$ cat config.mk
export PLATFORM = sky130hd
export DESIGN_NAME = multicycle_control
export DESIGN_NICKNAME = d
export VERILOG_FILES = /design/src/rtl/multicycle_control_pkg.sv /design/src/rtl/multicycle_control_outdec.sv /design/src/rtl/multicycle_control.sv
export SDC_FILE = /design/constraint.sdc
export NUM_CORES = 1
export LEC_CHECK = 0
export CORE_MARGIN = 3
export CORE_UTILIZATION = 43
export DETAILED_ROUTE_END_ITERATION = 6
export GPL_TIMING_DRIVEN = 0
export PLACE_DENSITY = 0.82
export SLEW_MARGIN = 20
export SYNTH_ARGS = -nofsm -noshare
export SYNTH_HDL_FRONTEND = slang
export SYNTH_SLANG_ARGS = --single-unit
$ cat constraint.sdc
create_clock -name clk -period 4.35 [get_ports clk]
set_input_delay 1.0875 -clock clk [delete_from_list [all_inputs] [get_ports clk]]
set_output_delay 1.0875 -clock clk [all_outputs]
set_load 0.02 [all_outputs]
$ cat src/rtl/multicycle_control_pkg.sv
// Shared definitions for the multicycle MIPS control FSM: opcodes, state
// encodings, ALU-op codes and the decoded control vector.
// Optional feature macro: MULTICYCLE_CONTROL_BNE_EN (adds bne support).
`ifndef MULTICYCLE_CONTROL_PKG_SV
`define MULTICYCLE_CONTROL_PKG_SV

package multicycle_control_pkg;

  localparam logic [5:0] OP_RTYPE = 6'h00;
  localparam logic [5:0] OP_LW    = 6'h23;
  localparam logic [5:0] OP_SW    = 6'h2b;
  localparam logic [5:0] OP_BEQ   = 6'h04;
  localparam logic [5:0] OP_ADDI  = 6'h08;
  localparam logic [5:0] OP_J     = 6'h02;
  localparam logic [5:0] OP_BNE   = 6'h05;

  localparam logic [1:0] ALUOP_ADD   = 2'b00;
  localparam logic [1:0] ALUOP_SUB   = 2'b01;
  localparam logic [1:0] ALUOP_FUNCT = 2'b10;

  typedef enum logic [3:0] {
    S_FETCH   = 4'd0,
    S_DECODE  = 4'd1,
    S_MEMADR  = 4'd2,
    S_MEMRD   = 4'd3,
    S_MEMWB   = 4'd4,
    S_MEMWR   = 4'd5,
    S_RTYPEEX = 4'd6,
    S_RTYPEWB = 4'd7,
    S_BEQEX   = 4'd8,
    S_ADDIEX  = 4'd9,
    S_ADDIWB  = 4'd10,
    S_JEX     = 4'd11
`ifdef MULTICYCLE_CONTROL_BNE_EN
    ,
    S_BNEEX   = 4'd12
`endif
  } state_t;

  // Moore control vector decoded from the state alone.
  typedef struct packed {
    logic       mem_req;
    logic       iord;
    logic       memwrite;
    logic       irwrite;
    logic       regdst;
    logic       memtoreg;
    logic       regwrite;
    logic       alusrca;
    logic [1:0] alusrcb;
    logic [1:0] aluop;
    logic [1:0] pcsrc;
    logic       pcwrite;
    logic       branch;
`ifdef MULTICYCLE_CONTROL_BNE_EN
    logic       branch_ne;
`endif
  } ctrl_t;

endpackage

`endif

$ cat src/rtl/multicycle_control_outdec.sv
// Combinational state -> control-vector decoder for the multicycle control FSM.
// Optional feature macro: MULTICYCLE_CONTROL_BNE_EN (decodes BNEEX).
module multicycle_control_outdec
  import multicycle_control_pkg::*;
(
  input  state_t state,
  output ctrl_t  ctrl
);

  // Decode each state into its control vector; anything not listed stays 0.
  always_comb begin
    ctrl = '0;
    case (state)
      S_FETCH: begin
        ctrl.mem_req = 1'b1;
        ctrl.alusrcb = 2'b01;
        ctrl.aluop   = ALUOP_ADD;
        // Gated with mem_ready in the top.
        ctrl.irwrite = 1'b1;
        ctrl.pcwrite = 1'b1;
      end
      S_DECODE: begin
        ctrl.alusrcb = 2'b11;
        ctrl.aluop   = ALUOP_ADD;
      end
      S_MEMADR, S_ADDIEX: begin
        ctrl.alusrca = 1'b1;
        ctrl.alusrcb = 2'b10;
        ctrl.aluop   = ALUOP_ADD;
      end
      S_MEMRD: begin
        ctrl.mem_req = 1'b1;
        ctrl.iord    = 1'b1;
      end
      S_MEMWB: begin
        ctrl.memtoreg = 1'b1;
        ctrl.regwrite = 1'b1;
      end
      S_MEMWR: begin
        ctrl.mem_req  = 1'b1;
        ctrl.iord     = 1'b1;
        ctrl.memwrite = 1'b1;
      end
      S_RTYPEEX: begin
        ctrl.alusrca = 1'b1;
        ctrl.aluop   = ALUOP_FUNCT;
      end
      S_RTYPEWB: begin
        ctrl.regdst   = 1'b1;
        ctrl.regwrite = 1'b1;
      end
      S_BEQEX: begin
        ctrl.alusrca = 1'b1;
        ctrl.aluop   = ALUOP_SUB;
        ctrl.pcsrc   = 2'b01;
        ctrl.branch  = 1'b1;
      end
      S_ADDIWB: begin
        ctrl.regwrite = 1'b1;
      end
      S_JEX: begin
        ctrl.pcsrc   = 2'b10;
        ctrl.pcwrite = 1'b1;
      end
`ifdef MULTICYCLE_CONTROL_BNE_EN
      S_BNEEX: begin
        ctrl.alusrca   = 1'b1;
        ctrl.aluop     = ALUOP_SUB;
        ctrl.pcsrc     = 2'b01;
        ctrl.branch_ne = 1'b1;
      end
`endif
      default: ;
    endcase
  end

endmodule

$ cat src/rtl/multicycle_control.sv
// Main control FSM of the multicycle MIPS datapath: state register,
// next-state logic, FETCH handshake gating, pcen and reset output gating.
// Optional feature macro: MULTICYCLE_CONTROL_BNE_EN (adds bne / BNEEX).
module multicycle_control
  import multicycle_control_pkg::*;
#(
  parameter bit MEM_HANDSHAKE = 1'b1
) (
  input  logic       clk,
  input  logic       reset,
  input  logic [5:0] op,
  input  logic       zero,
  input  logic       mem_ready,
  output logic       mem_req,
  output logic       iord,
  output logic       memwrite,
  output logic       irwrite,
  output logic       regdst,
  output logic       memtoreg,
  output logic       regwrite,
  output logic       alusrca,
  output logic [1:0] alusrcb,
  output logic [1:0] aluop,
  output logic [1:0] pcsrc,
  output logic       pcen,
  output logic       bad_op,
  output logic [3:0] state
);

  state_t state_q, state_d;
  ctrl_t  ctrl;
  logic   mem_ok;
  logic   op_bad;
  logic   pcwrite;

  assign mem_ok = MEM_HANDSHAKE ? mem_ready : 1'b1;

  multicycle_control_outdec u_outdec (
    .state (state_q),
    .ctrl  (ctrl)
  );

  // State register with synchronous reset to FETCH.
  always_ff @(posedge clk) begin
    if (reset) begin
      state_q <= S_FETCH;
    end else begin
      state_q <= state_d;
    end
  end

  // Next-state logic; op is only looked at in DECODE and MEMADR.
  always_comb begin
    state_d = S_FETCH;
    op_bad  = 1'b0;
    case (state_q)
      S_FETCH:   state_d = mem_ok ? S_DECODE : S_FETCH;
      S_DECODE: begin
        case (op)
          OP_LW, OP_SW: state_d = S_MEMADR;
          OP_RTYPE:     state_d = S_RTYPEEX;
          OP_BEQ:       state_d = S_BEQEX;
          OP_ADDI:      state_d = S_ADDIEX;
          OP_J:         state_d = S_JEX;
`ifdef MULTICYCLE_CONTROL_BNE_EN
          OP_BNE:       state_d = S_BNEEX;
`endif
          default:      op_bad  = 1'b1;
        endcase
      end
      S_MEMADR:  state_d = (op == OP_SW) ? S_MEMWR : S_MEMRD;
      S_MEMRD:   state_d = mem_ok ? S_MEMWB : S_MEMRD;
      S_MEMWR:   state_d = mem_ok ? S_FETCH : S_MEMWR;
      S_RTYPEEX: state_d = S_RTYPEWB;
      S_ADDIEX:  state_d = S_ADDIWB;
      default:   state_d = S_FETCH;
    endcase
  end

  // Only the FETCH strobes wait on memory; the JEX pcwrite is unconditional.
  assign pcwrite = ctrl.pcwrite & ((state_q != S_FETCH) | mem_ok);

  // Drive outputs, forcing everything to 0 while reset is asserted.
  always_comb begin
    mem_req  = 1'b0;
    iord     = 1'b0;
    memwrite = 1'b0;
    irwrite  = 1'b0;
    regdst   = 1'b0;
    memtoreg = 1'b0;
    regwrite = 1'b0;
    alusrca  = 1'b0;
    alusrcb  = 2'b00;
    aluop    = 2'b00;
    pcsrc    = 2'b00;
    pcen     = 1'b0;
    bad_op   = 1'b0;
    state    = 4'd0;
    if (!reset) begin
      mem_req  = ctrl.mem_req;
      iord     = ctrl.iord;
      memwrite = ctrl.memwrite;
      irwrite  = ctrl.irwrite & mem_ok;
      regdst   = ctrl.regdst;
      memtoreg = ctrl.memtoreg;
      regwrite = ctrl.regwrite;
      alusrca  = ctrl.alusrca;
      alusrcb  = ctrl.alusrcb;
      aluop    = ctrl.aluop;
      pcsrc    = ctrl.pcsrc;
`ifdef MULTICYCLE_CONTROL_BNE_EN
      pcen     = pcwrite | (ctrl.branch & zero) | (ctrl.branch_ne & ~zero);
`else
      pcen     = pcwrite | (ctrl.branch & zero);
`endif
      bad_op   = op_bad;
      state    = state_q;
    end
  end

endmodule

==> impl_metrics.ini <==
[run_status]
status = finished clean

[route]
met1Wirelength_um = 849
drt_wl_total_um = 1850
drc = 0
drt.antenna.violating_nets = 0
met2WireLength_um = 878
drtIter0Drc = 29
vias_per_cell = 5.56
route.met3.wl_um = 118
num_vias = 778
top_layer_used = met3
wire_per_inst_um = 13.2
first_pass_iters = 4

[global_routing]
grt_pass1_wl_um = 3070
grt.overflow.total = 0
grt_start_max_net_pins = 11
grt.total_usage = 0.203
grt_pass1_vias = 704
antenna_found_initial = 0

[place]
dp_hpwl_um = 1390
place.gp.congestion = 0.799
io_buffer_count = 27

[synthesis]
ys_ff_latch = 4
synth_common_cells = nor2_1 (10), nor3_1 (8), nand2_1 (6)
synth_area_leaders = dfxtp_1 (12%), nor3_1 (6.2%), nor2_1 (5.8%)
yosys.cell_count.top_type = nor2_1
synthDistinctLibCells = 37
syn_area_um2 = 651
syn_avg_cell_area_um2 = 6.85
synth_warnings = 0
yosysSeqAreaShare = 0.123
synthFlopType = dfxtp_1
synth_edf_count = 0
async_flop_share = 0
synth_top_area_cell = dfxtp_1
synth_top_area_frac = 0.123
synthCells = 95
syn_nets = 105

[pwr]
cellPowerDensity_nw_per_um2 = 142
ir_worst_vdd_mv = 0.156
p_sw_frac = 0.316
power.net_switching_mw = 0.0432
cellLeakagePower_nw = 0.343
internal_power_mw = 0.0935
p_clk_frac = 0.335
seqPwrFrac = 0.287
combPwrFrac = 0.378

[finish]
syn_to_final_growth_pct = 47.9
largestRegisters = state_q x4
top_register = state_q
largest_reg_flops = 4
n_antenna_cell = 0
fin_util = 0.704
layout-drive-gt1-share = 0.128
final_nets = 137

[hold_path]
hold_path.class = reg2reg
holdPathStages = 2

[worst_setup_path]
crit_arrival_ns = 3.04
crit_buf_inv = 2
path_cells = clkdlybuf4s50_1, or4b_1, nor3_1, clkdlybuf4s50_1
cp_top_family = buffers and inverters
path_common_cell = clkdlybuf4s50_1
critPathMaxFanout = 7
worstSetupPathDepth = 4
cp-end-kind = output pin
cp.required_ns = 3.26
crit_path_start_kind = input port
worst_path_largest_cell_delay_ns = 0.65
ff2ff_path_depth = 4
criticalPathCategory = in2out
worst_path_max_delay_cell = clkdlybuf4s50_1

[timing]
timing.fmax_mhz = 243
finalSetupTns_ns = 0
skew_ns = 0.00630
drv_slew = 0
slew_headroom = 0.711
post-route-period-util = 0.948
finalHoldViolCount = 0
grt_setup_unrepaired = false
tightest_slew_ns = 0.433
fin_crit_ns = 4.12
setup_violations = 0

[clocking]
cts_buffer_depth = 2
root_buffer = clkbuf_4
cts_tree = yes
postCtsHoldBufs = 0
cts_buffers = 3
cts_sinks = 4
post_cts_resized = 0
post_cts_buffers = 0
clk_latency_ns = 0.24
htree_levels = 1
path_clk_slew_ns = 0.04

[floorplan]
die_w_um = 44.9
start_util = 0.476
core_um2 = 1370
row_count = 13
die_area_um2 = 2020
top_level_ports = 30
die_h_um = 44.9

[flow_run]
maxCapViolCount = 0
-- power by group through the flow --
stage / registers, mW / clock network, mW / logic [mW]
2_1_floorplan: 0.0394 / 0 / 0.0307
3_3_place_gp: 0.0397 / 0 / 0.0507
3_5_place_dp: 0.0397 / 0 / 0.0514
4_1_cts: 0.0392 / 0.0483 / 0.0516
5_1_grt: 0.0393 / 0.0510 / 0.0560
6_report: 0.0392 / 0.0458 / 0.0518
-- path summary, 6_finish.rpt --
kind,from,end,slack (ns)
worst max-delay path,mem_ready,irwrite,0.23
worst min-delay path,state_q[2]$_SDFF_PP0_,state_q[3]$_SDFF_PP0_,0.68
worst max register to register,state_q[3]$_SDFF_PP0_,state_q[1]$_SDFF_PP0_,3.01
worst min register to register,state_q[2]$_SDFF_PP0_,state_q[3]$_SDFF_PP0_,0.68
-- final cells by class --
class	instances	area, um^2
multi-input combinational	79	504
fill	122	404
timing repair buffer	27	270
sequential	4	80.1
buffer	9	55.1
clock buffer	3	22.5
tap	15	18.8
inverter	3	11.3
-- kinds of logic (layout without fill, tap and decap cells) --
group	after synthesis	count (layout)	synth area share
compound gates	23	23	0.242
xor+xnor	3	3	0.0404
buf+inv	12	42	0.102
flops	4	4	0.123
simple gates	53	53	0.492
-- layout by cell type (no fill, tap or decap), drive strengths merged, types with 3 or more instances in the layout --
| cell | count |
|---|---|
| a31oi | 3 |
| a21oi | 5 |
| nor4 | 7 |
| nor2 | 10 |
| nor2b | 5 |
| nand2b | 6 |
| nor3 | 8 |
| clkdlybuf4s50 | 27 |
| nand2 | 6 |
| o21ai | 5 |
| buf | 7 |
| inv | 3 |
| dfxtp | 4 |
| clkbuf | 5 |
-- tightest hold or removal path, cell delays in order, from the launching register on --
cell,delay [ns]
dfxtp_1,0.37
nor2b_1,0.09
nor4b_2,0.16
-- routing by layer --
| layer | vias to the layer above | global-route usage |
|---|---|---|
| li1 | 405 | - |
| met1 | 340 | 0.257 |
| met2 | 33 | 0.338 |
| met3 | 0 | 0.0637 |
| met4 | 0 | 0.0409 |
| met5 | - | 0 |
-- per-stage QoR --
stage / worst slack [ns] / cells / hold WS, ns / power, mW / cell area, um^2
final: 0.227 / 140 / 0.676 / 0.137 / 962
after global routing: 0.124 / 140 / 0.727 / 0.146 / 962
after CTS: 0.194 / 140 / 0.670 / 0.139 / 962
after detailed placement: 0.200 / 137 / 0.659 / 0.0912 / 940
after global placement: 0.279 / 137 / 0.653 / 0.0905 / 940
after floorplan: 1.10 / 95 / 0.613 / 0.0702 / 651
Note: power is estimated with default switching activity, not from simulation.
